==> config.mk <==
export PLATFORM = sky130hd
export DESIGN_NAME = arith_unit_seq_flat
export DESIGN_NICKNAME = d
export VERILOG_FILES = /design/src/rtl/arith_unit_seq_if.sv /design/src/rtl/arith_unit_seq.sv /design/src/flat_wrapper.sv
export SDC_FILE = /design/constraint.sdc
export NUM_CORES = 1
export LEC_CHECK = 0
export ABC_AREA = 1
export CORE_MARGIN = 5
export CORE_UTILIZATION = 52
export CTS_CLUSTER_DIAMETER = 50
export DETAILED_ROUTE_END_ITERATION = 16
export PLACE_DENSITY = 0.89
export REMOVE_ABC_BUFFERS = 1
export SLEW_MARGIN = 20
export SYNTH_ARGS = -nofsm -noshare
export SYNTH_HDL_FRONTEND = slang
export SYNTH_SLANG_ARGS = --single-unit
==> constraint.sdc <==
create_clock -name clk -period 10.2 [get_ports clk]
set_input_delay 2.04 -clock clk [delete_from_list [all_inputs] [get_ports clk]]
set_output_delay 2.04 -clock clk [all_outputs]
set_load 0.05 [all_outputs]
==> src/rtl/arith_unit_seq_if.sv <==
// Operand/result handshake bundle for arith_unit_seq; the sat input exists only
// when ARITH_SAT_EN is defined.
interface arith_unit_seq_if #(
    parameter int WIDTH = 32
);
    logic             in_valid;
    logic             in_ready;
    logic [WIDTH-1:0] a;
    logic [WIDTH-1:0] b;
    logic [1:0]       op;
`ifdef ARITH_SAT_EN
    logic             sat;
`endif
    logic             out_valid;
    logic             out_ready;
    logic [WIDTH-1:0] result;
    logic             flag_z;
    logic             flag_n;
    logic             flag_c;
    logic             flag_v;

    modport master (
`ifdef ARITH_SAT_EN
        output sat,
`endif
        output in_valid, a, b, op, out_ready,
        input  in_ready, out_valid, result, flag_z, flag_n, flag_c, flag_v
    );

    modport slave (
`ifdef ARITH_SAT_EN
        input  sat,
`endif
        input  in_valid, a, b, op, out_ready,
        output in_ready, out_valid, result, flag_z, flag_n, flag_c, flag_v
    );
endinterface

==> src/rtl/arith_unit_seq.sv <==
// Multi-cycle ADD/SUB/SLT/SLTU, CHUNK bits per cycle through a carry register.
// ARITH_SAT_EN adds the sat input and saturating ADD/SUB; otherwise results wrap.
module arith_unit_seq #(
    parameter int WIDTH = 32,
    parameter int CHUNK = 8
) (
    input  logic            clk,
    input  logic            rst_n,
    arith_unit_seq_if.slave bus
);
    localparam int NCH   = WIDTH / CHUNK;
    localparam int CNT_W = (NCH > 1) ? $clog2(NCH) : 1;
    localparam logic [CNT_W-1:0] CNT_LAST = CNT_W'(NCH - 1);

    localparam logic [1:0] OP_ADD  = 2'b00;
    localparam logic [1:0] OP_SUB  = 2'b01;
    localparam logic [1:0] OP_SLT  = 2'b10;
    localparam logic [1:0] OP_SLTU = 2'b11;

    typedef enum logic [1:0] {
        IDLE = 2'd0,
        BUSY = 2'd1,
        DONE = 2'd2
    } state_t;

    state_t state_q, state_d;

    logic [CNT_W-1:0] cnt_q;
    logic             carry_q;
    logic [WIDTH-1:0] a_p0;
    logic [WIDTH-1:0] b_p0;
    logic [1:0]       op_p0;
`ifdef ARITH_SAT_EN
    logic             sat_p0;
`endif
    logic [WIDTH-1:0] res_p1;
    logic             z_p1, n_p1, c_p1, v_p1;
    logic             vld_p1;

    logic [CHUNK-1:0] ca, cb;
    logic [CHUNK:0]   csum;
    logic             last;
    logic             cin_msb;
    logic             raw_v;
    logic             slt_bit;
    logic [WIDTH-1:0] raw_full;
    logic [WIDTH-1:0] fin_res;
    int unsigned      base;

`ifdef ARITH_SAT_EN
    localparam logic signed [WIDTH-1:0] SAT_MAX = {1'b0, {(WIDTH-1){1'b1}}};
    localparam logic signed [WIDTH-1:0] SAT_MIN = {1'b1, {(WIDTH-1){1'b0}}};

    // Clamp toward the sign of A: on overflow the true result lies beyond that end.
    function automatic logic [WIDTH-1:0] saturate(input logic [WIDTH-1:0] raw,
                                                  input logic             a_neg,
                                                  input logic             ovf);
        if (!ovf) return raw;
        return a_neg ? SAT_MIN : SAT_MAX;
    endfunction
`endif

    always_ff @(posedge clk or negedge rst_n) begin
        if (!rst_n) state_q <= IDLE;
        else        state_q <= state_d;
    end

    always_comb begin
        state_d = state_q;
        case (state_q)
            IDLE:    if (bus.in_valid) state_d = BUSY;
            BUSY:    if (last)         state_d = DONE;
            DONE:    if (bus.out_ready) state_d = IDLE;
            default: state_d = IDLE;
        endcase
    end

    assign bus.in_ready  = (state_q == IDLE);
    assign bus.out_valid = vld_p1;
    assign bus.result    = res_p1;
    assign bus.flag_z    = z_p1;
    assign bus.flag_n    = n_p1;
    assign bus.flag_c    = c_p1;
    assign bus.flag_v    = v_p1;

    // Chunk adder: one CHUNK-wide slice per BUSY cycle
    always_comb begin
        last     = (cnt_q == CNT_LAST);
        base     = 32'(cnt_q) * 32'(CHUNK);
        ca       = a_p0[base +: CHUNK];
        cb       = b_p0[base +: CHUNK];
        csum     = {1'b0, ca} + {1'b0, cb} + {{CHUNK{1'b0}}, carry_q};
        // Carry into a bit position is recovered from its sum bit and operand bits.
        cin_msb  = csum[CHUNK-1] ^ ca[CHUNK-1] ^ cb[CHUNK-1];
        raw_v    = cin_msb ^ csum[CHUNK];
        raw_full = res_p1;
        raw_full[base +: CHUNK] = csum[CHUNK-1:0];
        slt_bit  = raw_full[WIDTH-1] ^ raw_v;

        fin_res = raw_full;
        case (op_p0)
            OP_ADD, OP_SUB: begin
`ifdef ARITH_SAT_EN
                fin_res = sat_p0 ? saturate(raw_full, a_p0[WIDTH-1], raw_v) : raw_full;
`else
                fin_res = raw_full;
`endif
            end
            OP_SLT:  fin_res = {{(WIDTH-1){1'b0}}, slt_bit};
            OP_SLTU: fin_res = {{(WIDTH-1){1'b0}}, ~csum[CHUNK]};
            default: fin_res = raw_full;
        endcase
    end

    // Operand latch (_p0) and result/flag register (_p1)
    always_ff @(posedge clk or negedge rst_n) begin
        if (!rst_n) begin
            cnt_q   <= '0;
            carry_q <= 1'b0;
            a_p0    <= '0;
            b_p0    <= '0;
            op_p0   <= OP_ADD;
`ifdef ARITH_SAT_EN
            sat_p0  <= 1'b0;
`endif
            res_p1  <= '0;
            z_p1    <= 1'b0;
            n_p1    <= 1'b0;
            c_p1    <= 1'b0;
            v_p1    <= 1'b0;
            vld_p1  <= 1'b0;
        end else begin
            case (state_q)
                IDLE: begin
                    if (bus.in_valid) begin
                        // Subtraction is A + ~B + 1; the +1 enters as the first carry.
                        a_p0    <= bus.a;
                        b_p0    <= (bus.op != OP_ADD) ? ~bus.b : bus.b;
                        carry_q <= (bus.op != OP_ADD);
                        op_p0   <= bus.op;
`ifdef ARITH_SAT_EN
                        sat_p0  <= bus.sat;
`endif
                        cnt_q   <= '0;
                    end
                end
                BUSY: begin
                    carry_q <= csum[CHUNK];
                    if (last) begin
                        res_p1 <= fin_res;
                        z_p1   <= (fin_res == '0);
                        n_p1   <= raw_full[WIDTH-1];
                        c_p1   <= csum[CHUNK];
                        v_p1   <= raw_v;
                        vld_p1 <= 1'b1;
                        cnt_q  <= '0;
                    end else begin
                        res_p1 <= raw_full;
                        cnt_q  <= cnt_q + 1'b1;
                    end
                end
                DONE: begin
                    if (bus.out_ready) vld_p1 <= 1'b0;
                end
                default: ;
            endcase
        end
    end
endmodule

==> src/flat_wrapper.sv <==
// flat-port wrapper written by rule: the top's interface ports become plain ports
module arith_unit_seq_flat 
#(
    parameter int WIDTH = 32,
    parameter int CHUNK = 8
)
  (clk, rst_n, bus_in_valid, bus_a, bus_b, bus_op, bus_out_ready, bus_in_ready, bus_out_valid, bus_result, bus_flag_z, bus_flag_n, bus_flag_c, bus_flag_v);
  arith_unit_seq_if #(.WIDTH(WIDTH)) bus_i ();
  input  logic clk;
  input  logic rst_n;
  input wire logic [$bits(bus_i.in_valid)-1:0] bus_in_valid;
  input wire logic [$bits(bus_i.a)-1:0] bus_a;
  input wire logic [$bits(bus_i.b)-1:0] bus_b;
  input wire logic [$bits(bus_i.op)-1:0] bus_op;
  input wire logic [$bits(bus_i.out_ready)-1:0] bus_out_ready;
  output wire logic [$bits(bus_i.in_ready)-1:0] bus_in_ready;
  output wire logic [$bits(bus_i.out_valid)-1:0] bus_out_valid;
  output wire logic [$bits(bus_i.result)-1:0] bus_result;
  output wire logic [$bits(bus_i.flag_z)-1:0] bus_flag_z;
  output wire logic [$bits(bus_i.flag_n)-1:0] bus_flag_n;
  output wire logic [$bits(bus_i.flag_c)-1:0] bus_flag_c;
  output wire logic [$bits(bus_i.flag_v)-1:0] bus_flag_v;
  assign bus_i.in_valid = bus_in_valid;
  assign bus_i.a = bus_a;
  assign bus_i.b = bus_b;
  assign bus_i.op = bus_op;
  assign bus_i.out_ready = bus_out_ready;
  assign bus_in_ready = bus_i.in_ready;
  assign bus_out_valid = bus_i.out_valid;
  assign bus_result = bus_i.result;
  assign bus_flag_z = bus_i.flag_z;
  assign bus_flag_n = bus_i.flag_n;
  assign bus_flag_c = bus_i.flag_c;
  assign bus_flag_v = bus_i.flag_v;
  arith_unit_seq #(.WIDTH(WIDTH), .CHUNK(CHUNK)) u_core (.clk(clk), .rst_n(rst_n), .bus(bus_i));
endmodule
==> impl_metrics.py, run 1 <==
metrics = {
    "sta": {
        "worst_pin_slew_ns": 1.001,
        "final.period_utilization": 0.4587,
        "fin_crit_ns": 4.678,
        "max_freq_mhz": 213.7,
        "setup-tns-final_ns": 0,
        "hold_viol": 0,
        "slew_headroom": 0.3285,
        "grt_setup_unrepaired": "false",
        "finalSetupViolations": 0,
        "slew_violations": 0,
        "skew_ns": 0.006448,
        "worst_slack_ns": 5.522,
    },
    "place": {
        "gp_congestion": 0.9284,
        "place_area_mm2": 0.007128,
        "portBuffers": 107,
        "dp_slack_ns": 5.126,
        "dp_hpwl_um": 10310,
    },
    "clock_tree": {
        "cts_buffers": 9,
        "cts_root_buf": "clkbuf_16",
        "post_cts_resized": 0,
        "holdBufCountCts": 0,
        "clkTransAtPathRegs_ns": 0.08,
        "clkSinkCount": 108,
        "htree_levels": 3,
        "tritoncts": "built",
        "clock_latency_ns": 0.35,
        "cts_setup_buffers": 0,
        "clockBufferDepth": 2,
    },
    "worst_setup_path": {
        "startpoint_type": "input port",
        "path_max_fanout": 100,
        "cp-end-kind": "flop",
        "cpPeakStageDelay_ns": 1.05,
        "slowest_stage": "clkinv_1",
        "path_cells": "clkdlybuf4s50_1 -> nand2_2 -> buf_4 -> clkinv_1 -> nor2_1 -> inv_1 -> o221ai_1",
        "cp.arrival_ns": 4.94,
        "path_class": "input port to flop",
        "cp.required_ns": 10.46,
    },
    "power": {
        "p_leak_nw": 3.548,
        "p_per_area_mw_per_mm2": 387.4,
        "power.total_mw": 2.883,
        "ir_drop_mv": 0.2234,
    },
    "yosys": {
        "synth-seq-area-share": 0.4515,
        "synth.avg_cell_area_um2": 7.694,
        "syn_area_mm2": 0.005986,
        "ys_ff_latch": 108,
        "synthCells": 778,
        "ys.warnings.count": 0,
        "synth_cell_types": 38,
    },
    "route": {
        "wl_per_cell_um": 14.30,
        "drt_iter0_drc": 525,
        "postRouteWirelength_um": 14520,
        "dr.pass1.iters": 6,
        "drc_errors": 0,
        "vias": 5471,
        "ant_nets": 0,
        "via_per_inst": 5.390,
    },
    "layout": {
        "final_area_mm2": 0.007441,
        "drive_gt1_frac": 0.07225,
        "nets": 952,
        "area_growth_pct": 24.31,
        "final_common_cell": "nand2_1",
        "layout_common_cells": "nand2_1 (238), dfrtp_1 (108), clkdlybuf4s50_1 (106), o21ai_0 (86), inv_1 (74)",
        "multi_input_area_mm2": 0.002840,
        "nFillCells": 970,
        "seqCellArea_mm2": 0.002703,
        "antenna_cells": 0,
        "post-route-util": 0.6545,
    },
    "grt": {
        "grt_pass1_wl_um": 23470,
        "grt_antenna_before_repair": 0,
        "track_usage": 0.2142,
        "grt_pass1_vias": 5081,
        "grt_max_degree": 101,
        "grt_overflow": 0,
    },
    "floorplanning": {
        "row_count": 39,
        "core_mm2": 0.01137,
        "chipHeight_um": 117.3,
        "dieArea_mm2": 0.01376,
        "die_w_um": 117.3,
        "start_util": 0.5265,
        "io_pins": 108,
    },
    "run": {
        "drv_cap": 0,
    },
    "run_status": {
        "status": "complete, no violations",
    },
    "hold_path": {
        "hold_class": "flop to flop",
    },
}
report_power, final:
group | internal, mW | total, mW | switching [mW]
clock | 0.170 | 0.338 | 0.168
combinational | 0.600 | 1.81 | 1.21
sequential | 0.614 | 0.733 | 0.119
worst paths after layout:
| kind | startpoint | endpoint | slack [ns] | cells after the start |
|---|---|---|---|---|
| setup / recovery | bus_in_valid | u_core.carry_q$_DFFE_PN0P_ | 5.52 | 7 |
| hold / removal | u_core.a_p0[13]$_DFFE_PN0P_ | u_core.a_p0[13]$_DFFE_PN0P_ | 0.48 | 2 |
| setup reg to reg | u_core.cnt_q[1]$_DFFE_PN0P_ | u_core.bus.flag_z$_DFFE_PN0P_ | 6.17 | 20 |
| hold reg to reg | u_core.a_p0[13]$_DFFE_PN0P_ | u_core.a_p0[13]$_DFFE_PN0P_ | 0.48 | 2 |
| max in group asynchronous | rst_n | u_core.bus.result[26]$_DFFE_PN0P_ | 7.58 | 2 |
| min in group asynchronous | rst_n | u_core.bus.out_valid$_DFFE_PN0P_ | 1.57 | 1 |
layer usage:
metal / track usage / wire length (µm) / up-vias
met3: 0.04267 / 1023 / 29
met1: 0.2813 / 6012 / 2558
li1: - / - / 2671
met5: 0 / 0 / -
met4: 0.05810 / 260 / 0
met2: 0.3627 / 7222 / 213
registers in the layout (all words and copies together) (netlist names):
signal,cells
u_core.a_p0,32
u_core.b_p0,32
u_core.bus.result,32
u_core.cnt_q,2
u_core.op_p0,2
u_core.state_q,2
u_core.bus.flag_c,1
u_core.bus.flag_n,1
u_core.bus.flag_v,1
u_core.bus.flag_z,1
u_core.bus.out_valid,1
u_core.carry_q,1
cell families (layout without fill, tap and decap cells):
kind of cell               count (synthesis)  count (layout)  share of synthesized area
AOI/OAI and AO/OA                        139             139                     0.1288
adders and majority gates                 15              15                    0.03386
DFF                                      108             108                     0.4515
xor gates and xnor gates                  33              33                    0.04954
buffers and inverters                    116             210                    0.07567
and+or+nand+nor                          367             367                     0.2607
cells in the mapped netlist, drive strengths merged:
master,count,area share
o211ai,1,0.0013
a31oi,1,0.0010
dfrtp,108,0.45
clkinv,1,0.00063
xor2,32,0.047
a32o,2,0.0033
a22oi,2,0.0025
and2,1,0.0015
clkbuf,25,0.016
ha,13,0.027
o21ai,89,0.075
nor2,65,0.045
inv,81,0.051
o31ai,2,0.0025
nand4,9,0.0094
o221ai,1,0.0015
nand3,37,0.037
o21bai,1,0.0013
or2,1,0.0015
o22ai,30,0.031
nor3,1,0.0017
nand3b,1,0.0019
nand2,252,0.16
xnor2,1,0.0027
buf,9,0.0086
fa,2,0.0067
a21oi,10,0.0090
worst max-delay path, delay by kind of cell:
kind                   cells  cell delay (ns)
buffers and inverters      4             2.20
and+or+nand+nor            2             0.48
AOI/OAI and AO/OA          1             0.17
area by class of cell:
| cell class | instances | share of cell area |
|---|---|---|
| Tap cell | 143 | 0.02405 |
| Sequential cell | 108 | 0.3632 |
| Timing Repair Buffer | 112 | 0.1518 |
| Clock inverter | 7 | 0.007567 |
| Inverter | 82 | 0.04137 |
| Clock buffer | 9 | 0.03027 |
| Multi-Input combinational cell | 554 | 0.3817 |
metrics by stage:
stage               cells  hold WS, ns
floorplan             744       0.4436
global placement      998       0.4575
detailed placement    998       0.4603
CTS                  1014       0.4807
global route         1015       0.4970
finish               1015       0.4817
(Power assumes the default switching activity.)
==> run 2, diff against run 1 <==
--- a/config.mk
+++ b/config.mk
@@ -7,10 +7,10 @@
 export LEC_CHECK = 0
 export ABC_AREA = 1
 export CORE_MARGIN = 5
-export CORE_UTILIZATION = 52
+export CORE_UTILIZATION = 48
 export CTS_CLUSTER_DIAMETER = 50
 export DETAILED_ROUTE_END_ITERATION = 16
-export PLACE_DENSITY = 0.89
+export PLACE_DENSITY = 0.87
 export REMOVE_ABC_BUFFERS = 1
 export SLEW_MARGIN = 20
 export SYNTH_ARGS = -nofsm -noshare
==> constraint.sdc (replaced) <==
create_clock -name clk -period 4 [get_ports clk]
set_input_delay 0.8 -clock clk [delete_from_list [all_inputs] [get_ports clk]]
set_output_delay 0.8 -clock clk [all_outputs]
set_load 0.05 [all_outputs]
==> impl_metrics.py, run 2 (same netlist as run 1, synthesis figures left out) <==
metrics = {
    "run": {
        "drv_cap": 0,
    },
    "sta": {
        "finalSetupViolations": 0,
        "slew_violations": 0,
        "max_freq_mhz": 294.0,
        "final.period_utilization": 0.8504,
        "worst_slack_ns": 0.5983,
        "skew_ns": 0.009906,
        "setup-tns-final_ns": 0,
        "fin_crit_ns": 3.402,
        "hold_viol": 0,
        "worst_pin_slew_ns": 0.6855,
        "slew_headroom": 0.5425,
        "grt_setup_unrepaired": "false",
    },
    "worst_setup_path": {
        "cp-end-kind": "flop",
        "cp_common_cell": "nand2_1",
        "cp.arrival_ns": 3.69,
        "cp.required_ns": 4.29,
        "startpoint_type": "flop",
        "path_class": "flop to flop",
        "slowest_stage": "fa_1",
        "path_cells": "buf_4 -> nand2_1 -> a32o_1 -> fa_1 -> inv_1 -> fa_1 -> nand2_2 -> nor2_1 -> a21oi_1 -> nand2_1 -> nor2_1 -> nand2_1 -> nor2_1 -> nand3_1 -> nor2_1 -> nand3_1 -> nor2_1 -> nand2_1 -> nand2_1 -> nand2_1 -> nand2_1",
        "path_max_fanout": 49,
        "cpPeakStageDelay_ns": 0.45,
    },
    "floorplanning": {
        "dieArea_mm2": 0.01480,
        "die_w_um": 121.7,
        "row_count": 40,
        "core_mm2": 0.01211,
        "chipHeight_um": 121.7,
        "io_pins": 108,
        "start_util": 0.4942,
    },
    "power": {
        "power.total_mw": 7.391,
        "ir_drop_mv": 0.4439,
        "p_per_area_mw_per_mm2": 985.5,
        "clkPwrFrac": 0.117,
        "pwr-share-comb": 0.629,
        "p_int_mw": 3.556,
        "p_sw_mw": 3.834,
        "p_leak_nw": 3.561,
        "p_sw_frac": 0.5188,
        "seqPwrFrac": 0.253,
    },
    "clock_tree": {
        "clockBufferDepth": 2,
        "cts_setup_buffers": 0,
        "post_cts_resized": 0,
        "clkTransAtPathRegs_ns": 0.07,
        "cts_buffers": 9,
        "htree_levels": 3,
        "clock_latency_ns": 0.35,
        "cts_root_buf": "clkbuf_16",
        "holdBufCountCts": 0,
        "clkSinkCount": 108,
        "tritoncts": "built",
    },
    "route": {
        "drt_iter0_drc": 549,
        "postRouteWirelength_um": 15270,
        "via_per_inst": 5.195,
        "wl_per_cell_um": 14.65,
        "drc_errors": 0,
        "vias": 5413,
        "ant_nets": 0,
        "dr.pass1.iters": 5,
    },
    "grt": {
        "grt_pass1_vias": 5205,
        "grt_overflow": 0,
        "grt_antenna_before_repair": 0,
        "grt_use_met1": 0.2782,
        "met3_usage": 0.03900,
        "grt_max_degree": 109,
        "track_usage": 0.2085,
        "grt_busiest_layer": "met2",
        "grt_pass1_wl_um": 25210,
        "use_met2": 0.3534,
    },
    "layout": {
        "drive_gt1_frac": 0.07437,
        "nFillCells": 1090,
        "final_area_mm2": 0.007500,
        "multi_input_area_mm2": 0.002840,
        "final_common_cell": "nand2_1",
        "post-route-util": 0.6192,
        "antenna_cells": 0,
        "layout_common_cells": "nand2_1 (238), dfrtp_1 (108), clkdlybuf4s50_1 (106), o21ai_0 (86), inv_1 (74)",
        "nets": 955,
        "seqCellArea_mm2": 0.002703,
        "area_growth_pct": 25.29,
    },
    "place": {
        "gp_congestion": 0.8554,
        "dp_slack_ns": 0.6224,
        "dp_hpwl_um": 11270,
        "portBuffers": 107,
        "place_area_mm2": 0.007194,
    },
    "hold_path": {
        "hold_class": "flop to flop",
    },
    "run_status": {
        "status": "complete, no violations",
    },
}
[run 2: cell count changes in the layout (fill, tap and decap cells not counted), moves of 2 or more]
cell / before / now
clkinv_4: 0 / 4
inv_6: 4 / 0
buf_4: 4 / 7
buf_12: 0 / 2
clkinv_2: 2 / 0
[run 2: worst max-delay path: cells and delay by family, from the launching register on]
| kind | cells | cell delay [ns] |
|---|---|---|
| DFF | 1 | 0.36 |
| and+or+nand+nor | 15 | 1.13 |
| buffers and inverters | 2 | 0.52 |
| AOI/OAI and AO/OA | 2 | 0.49 |
| adders and majority gates | 2 | 0.83 |
[run 2: per-stage QoR]
stage	cells	hold slack (ns)
3_5_place_dp	1026	0.4628
6_report	1042	0.4794
4_1_cts	1041	0.4813
3_3_place_gp	1026	0.4552
2_1_floorplan	744	0.4436
5_1_grt	1042	0.4958
[run 2: layout make-up]
class | count | share of cell area
inverter | 82 | 0.04104
multi-input combinational | 554 | 0.3787
sequential | 108 | 0.3604
clock buffer | 10 | 0.03187
tap | 168 | 0.02803
clock inverter | 5 | 0.006173
timing repair buffer | 115 | 0.1538
[run 2: worst paths after layout]
path,startpoint,end,slack [ns],depth (start not counted)
hold reg to reg,u_core.a_p0[11]$_DFFE_PN0P_,u_core.a_p0[11]$_DFFE_PN0P_,0.48,2
setup / recovery,u_core.cnt_q[0]$_DFFE_PN0P_,u_core.bus.flag_z$_DFFE_PN0P_,0.60,21
setup reg to reg,u_core.cnt_q[0]$_DFFE_PN0P_,u_core.bus.flag_z$_DFFE_PN0P_,0.60,21
hold / removal,u_core.a_p0[11]$_DFFE_PN0P_,u_core.a_p0[11]$_DFFE_PN0P_,0.48,2
min in group asynchronous,rst_n,u_core.bus.flag_n$_DFFE_PN0P_,0.52,2
max in group asynchronous,rst_n,u_core.a_p0[28]$_DFFE_PN0P_,3.07,2
[run 2: routing by layer]
layer	routed length [µm]	part of all wire
met5	0	0
met4	317	0.021
met3	827	0.054
met2	7432	0.49
met1	6688	0.44
[run 2: power groups by stage]
stage | clock network [mW] | logic, mW | registers (mW)
2_1_floorplan | 0 | 2.87 | 2.29
3_3_place_gp | 0 | 4.44 | 1.88
3_5_place_dp | 0 | 4.59 | 1.89
4_1_cts | 0.867 | 4.61 | 1.87
5_1_grt | 0.908 | 5.17 | 1.93
6_report | 0.865 | 4.65 | 1.87
